`src/rtl/fp_mul_pkg.sv`:
```
// fp_mul_pkg: shared types and constants for the two-requester FP32 multiplier arbiter.
package fp_mul_pkg;
    localparam int FP32_W  = 32;
    localparam int NUM_REQ = 2;

    typedef logic tag_t;

    typedef struct packed {
        logic valid;
        tag_t tag;
    } pipe_entry_t;
endpackage

```
`src/rtl/fp_mul_tag_pipe.sv`:
```
// fp_mul_tag_pipe: non-stalling shift register that tracks which requester owns each multiplier slot.
module fp_mul_tag_pipe
    import fp_mul_pkg::*;
#(
    parameter int DEPTH = 1
) (
    input  logic        clk,
    input  logic        rst_n,
    input  pipe_entry_t in_i,
    output pipe_entry_t out_o
);
    pipe_entry_t stage_q [DEPTH];

    always_ff @(posedge clk or negedge rst_n) begin
        if (!rst_n) begin
            for (int i = 0; i < DEPTH; i++) stage_q[i] <= '0;
        end else begin
            stage_q[0] <= in_i;
            for (int i = 1; i < DEPTH; i++) stage_q[i] <= stage_q[i-1];
        end
    end

    assign out_o = stage_q[DEPTH-1];
endmodule

```
`src/rtl/fp_mul_arbiter.sv`:
```
// fp_mul_arbiter: round-robin sharing of one pipelined FP32 multiplier between two requesters,
// with one outstanding operation per requester and a one-entry response buffer each.
module fp_mul_arbiter
    import fp_mul_pkg::*;
#(
    parameter int WIDTH       = FP32_W,
    parameter int MUL_LATENCY = 1
) (
    input  logic             clk,
    input  logic             rst_n,
    input  logic             req0_valid,
    output logic             req0_ready,
    input  logic [WIDTH-1:0] req0_a,
    input  logic [WIDTH-1:0] req0_b,
    input  logic             req1_valid,
    output logic             req1_ready,
    input  logic [WIDTH-1:0] req1_a,
    input  logic [WIDTH-1:0] req1_b,
    output logic [WIDTH-1:0] mul_a,
    output logic [WIDTH-1:0] mul_b,
    output logic             mul_in_valid,
    input  logic [WIDTH-1:0] mul_c,
    output logic             rsp0_valid,
    input  logic             rsp0_ready,
    output logic [WIDTH-1:0] rsp0_c,
    output logic             rsp1_valid,
    input  logic             rsp1_ready,
    output logic [WIDTH-1:0] rsp1_c,
    output logic             busy
);
    logic [NUM_REQ-1:0]            cand, grant, rsp_hs;
    logic [NUM_REQ-1:0]            out_q, out_d, rsp_vld_q, rsp_vld_d;
    logic [NUM_REQ-1:0][WIDTH-1:0] rsp_c_q;
    logic [WIDTH-1:0]              mul_a_q, mul_b_q;
    logic                          rr_q, rr_d, mul_vld_q, busy_q, accept;
    tag_t                          gnt_idx;
    pipe_entry_t                   pipe_in, pipe_out;

    // A requester with an operation still in flight or unconsumed is never offered ready.
    always_comb begin
        cand      = {req1_valid, req0_valid} & ~out_q;
        grant[0]  = cand[0] && (!cand[1] || !rr_q);
        grant[1]  = cand[1] && !grant[0];
        accept    = |grant;
        gnt_idx   = grant[1];
        rsp_hs    = rsp_vld_q & {rsp1_ready, rsp0_ready};
        rr_d      = accept ? !gnt_idx : rr_q;
        out_d     = (out_q | grant) & ~rsp_hs;
        pipe_in.valid = accept;
        pipe_in.tag   = gnt_idx;
        rsp_vld_d = (rsp_vld_q & ~rsp_hs) | (pipe_out.valid ? (2'b01 << pipe_out.tag) : 2'b00);
    end

    fp_mul_tag_pipe #(.DEPTH(MUL_LATENCY)) u_tag_pipe (
        .clk   (clk),
        .rst_n (rst_n),
        .in_i  (pipe_in),
        .out_o (pipe_out)
    );

    always_ff @(posedge clk or negedge rst_n) begin
        if (!rst_n) begin
            rr_q      <= 1'b0;
            out_q     <= '0;
            busy_q    <= 1'b0;
            mul_vld_q <= 1'b0;
            mul_a_q   <= '0;
            mul_b_q   <= '0;
            rsp_vld_q <= '0;
            rsp_c_q   <= '0;
        end else begin
            rr_q      <= rr_d;
            out_q     <= out_d;
            busy_q    <= |out_d;
            mul_vld_q <= accept;
            rsp_vld_q <= rsp_vld_d;
            if (accept) begin
                mul_a_q <= gnt_idx ? req1_a : req0_a;
                mul_b_q <= gnt_idx ? req1_b : req0_b;
            end
            // The owning buffer is always empty here: its requester cannot reissue until it drains.
            if (pipe_out.valid) rsp_c_q[pipe_out.tag] <= mul_c;
        end
    end

    assign req0_ready   = grant[0];
    assign req1_ready   = grant[1];
    assign mul_a        = mul_a_q;
    assign mul_b        = mul_b_q;
    assign mul_in_valid = mul_vld_q;
    assign rsp0_valid   = rsp_vld_q[0];
    assign rsp1_valid   = rsp_vld_q[1];
    assign rsp0_c       = rsp_c_q[0];
    assign rsp1_c       = rsp_c_q[1];
    assign busy         = busy_q;
endmodule

```
`config.mk`:
```
export PLATFORM = sky130hd
export DESIGN_NAME = fp_mul_arbiter
export DESIGN_NICKNAME = d
export VERILOG_FILES = /design/src/rtl/fp_mul_pkg.sv /design/src/rtl/fp_mul_tag_pipe.sv /design/src/rtl/fp_mul_arbiter.sv
export SDC_FILE = /design/constraint.sdc
export NUM_CORES = 1
export LEC_CHECK = 0
export CAP_MARGIN = 10
export CORE_ASPECT_RATIO = 1.25
export CORE_UTILIZATION = 42
export DETAILED_ROUTE_END_ITERATION = 10
export PLACE_DENSITY = 0.86
export SETUP_SLACK_MARGIN = 0.5
export SYNTH_ARGS = -nofsm -noshare
export SYNTH_HDL_FRONTEND = slang
export SYNTH_SLANG_ARGS = --single-unit
```
`constraint.sdc`:
```
create_clock -name clk -period 4.15 [get_ports clk]
set_clock_uncertainty 0.2 [all_clocks]
set_input_delay 0.83 -clock clk [delete_from_list [all_inputs] [get_ports clk]]
set_output_delay 0.83 -clock clk [all_outputs]
set_load 0.05 [all_outputs]
```
==> impl_metrics.toml <==
[status]
status = "completed"

[logic_synthesis]
synthMuxAreaShare_pct = 13.0
yosys.area.top_type = "dfrtp_1"
synth_compound_area_share_pct = 12.0
synth_xor_area_share_pct = 0
syn_nets = 552
synth.most_common_cell = "dfrtp_1"
synth-async-reset-ratio_pct = 100
yosysTopAreaCellShare_pct = 61.2
syn_area_per_cell_um2 = 14.4
synthSimpleGateAreaFrac_pct = 10.4
ys_warn_count = 0
synth-seq-cells = 136
synth-edff-count = 0
ys_top_cells_by_count = "136 x dfrtp_1, 64 x a221o_1, 64 x mux2_2, 64 x nor3b_1, 16 x clkbuf_1"
ys_seq_area_share_pct = 61.2
synth.distinct_cells = 20
synthTopCellsByArea = "dfrtp_1 61%, mux2_2 13%, a221o_1 12%"
synth_ff_type = "dfrtp_1"
synth_area_um2 = 5560
synth_top_family_by_area = "multiplexers"
netlist_instances = 386
synth-adder-area-share_pct = 0

[global_routing]
grt_use_met3_pct = 7.44
grt_pass1_wl_mm = 26.8
track_usage_pct = 26.0
grt_pass1_vias = 4917
antenna_found_initial = 1
use_met2_pct = 46.1
grt_max_degree = 109
grt_overflow = 0
grtUsageMet1_pct = 28.5
grt-busiest-layer = "met2"

[cts]
cts_htree_levels = 4
cts_resized = 0
clk_latency_ns = 0.41
clock_path_buffers = 2
cts.sinks = 136
cts_hold_buf = 0
cts_tree = "yes"
cts_root_buf = "clkbuf_16"
post_cts_buffers = 0
cts_inserted_buffers = 17
clk_pin_slew_ns = 0.06

[final_layout]
final_nets = 842
syn2layout_area_growth_pct = 66.4
drive_gt1_share_pct = 15.8

[setup_path]
crit_type = "in -> out"
worstPathRequired_ns = 3.12
worst_setup_path_end_kind = "output port"
cp_max_fo = 66
cp_data_arrival_time_ns = 2.39
cp-start-kind = "primary input"

[pwr]
power_uw = 8230
power.density_nw_per_um2 = 890
ir_drop_mv = 0.513
p_leak_uw = 0.00381

[die]
dieArea_um2 = 13700
start_util_pct = 43.5
die_w_um = 105
dieHeight_um = 131
ios = 300
core.rowCount = 46
core_um2 = 12800

[timing]
drv_slew = 0
fin_crit_ns = 3.42
setup_viol = 0
fin_crit_sh_pct = 82.4
fmaxAchievable_mhz = 292
rsz0062_at_grt = "no"
tightest_slew_ns = 0.958
setup_tns_ns = 0
finalHoldViolCount = 0
slew_headroom_pct = 36.1

[place]
hpwlAfterDp_mm = 12.5
port-buffer-count = 299
place_congestion = 0.752

[detailed_routing]
antenna_left = 0
drt_iter0_drc = 176
drt_pre_antenna_iters = 4
drc_errors = 0
wl_mm = 17.7
wire_per_inst_um = 20.6
via_count = 4684
via_per_inst = 5.46

[job]
drv_cap = 0

[hold_path]
hp-class = "reg -> reg"
-- path summary, 6_finish.rpt --
| check | startpoint | to | slack [ns] | cells after the start |
|---|---|---|---|---|
| min | rsp0_c[12]$_DFFE_PN0P_ | rsp0_c[12]$_DFFE_PN0P_ | 0.30 | 1 |
| min in group asynchronous | rst_n | rsp1_c[8]$_DFFE_PN0P_ | 0.33 | 1 |
| max | req1_valid | req1_ready | 0.73 | 4 |
| max reg2reg | out_q[1]$_DFF_PN0_ | mul_a[9]$_DFFE_PN0P_ | 2.14 | 4 |
| min reg2reg | rsp0_c[12]$_DFFE_PN0P_ | rsp0_c[12]$_DFFE_PN0P_ | 0.30 | 1 |
| max in group asynchronous | rst_n | mul_b[27]$_DFFE_PN0P_ | 2.57 | 2 |
-- flip-flops by register name (all words and copies together), names as in the netlist --
name / count
rr_q: 1
rsp1_c: 32
mul_b: 32
out_q: 2
mul_a: 32
rsp0_c: 32
mul_in_valid: 1
rsp_vld_q: 2
u_tag_pipe.out_o: 1
busy: 1
-- cell families after synthesis --
group | after synthesis
AOI/OAI and AO/OA | 69
buffers and inverters | 37
DFF | 136
muxes | 64
and+or+nand+nor | 80
-- worst max-delay path, stage by stage --
cell and delay, ns:
clkdlybuf4s50_1 0.54, nor2b_4 0.17, and2_4 0.61, buf_12 0.22
-- cells in the final DEF (no fill, tap or decap), drive strengths merged --
master         count
clkdlybuf4s50    296
dfrtp            136
mux2              64
nor3b             64
a221o             64
clkbuf            19
buf               10
clkinv             7
inv                4
and2               4
nand2b             3
nand2              3
nor2b              2
o21ai              2
a21oi              2
nor2               2
clkinvlp           2
bufinv             2
diode              1
nand3b             1
or3b               1
o22ai              1
-- through the flow --
stage	setup WS (ns)	cell area, µm²	util, %	instances	hold slack (ns)
after floorplan	1.29	5560	-	386	0.268
after global placement	0.761	8670	67.8	825	0.287
after detailed placement	0.699	8670	67.8	825	0.292
after CTS	0.699	9250	72.4	857	0.305
after global routing	0.641	9250	72.4	858	0.321
final	0.729	9250	72.4	858	0.301
-- power by group --
group          leakage [µW]  switching, µW  internal (µW)  total (µW)
clock              0.000279            578            892        1470
combinational       0.00190           2810           1700        4510
sequential          0.00163            329           1920        2250
total               0.00381           3720           4520        8230
-- layout make-up --
class                      count  area, µm²
fill                         856       3520
sequential                   136       3400
timing repair buffer         306       3070
multi-input combinational    213       1980
clock buffer                  19        433
tap                          168        210
clock inverter                13        149
inverter                       2       7.51
antenna                        1       2.50
-- per-layer routing --
metal / up-vias / routed length, µm
met5: - / 0
met4: 0 / 741
met1: 2303 / 6540
met2: 269 / 9160
li1: 2065 / -
met3: 47 / 1250
No activity file was read; power rests on OpenSTA's default activity.
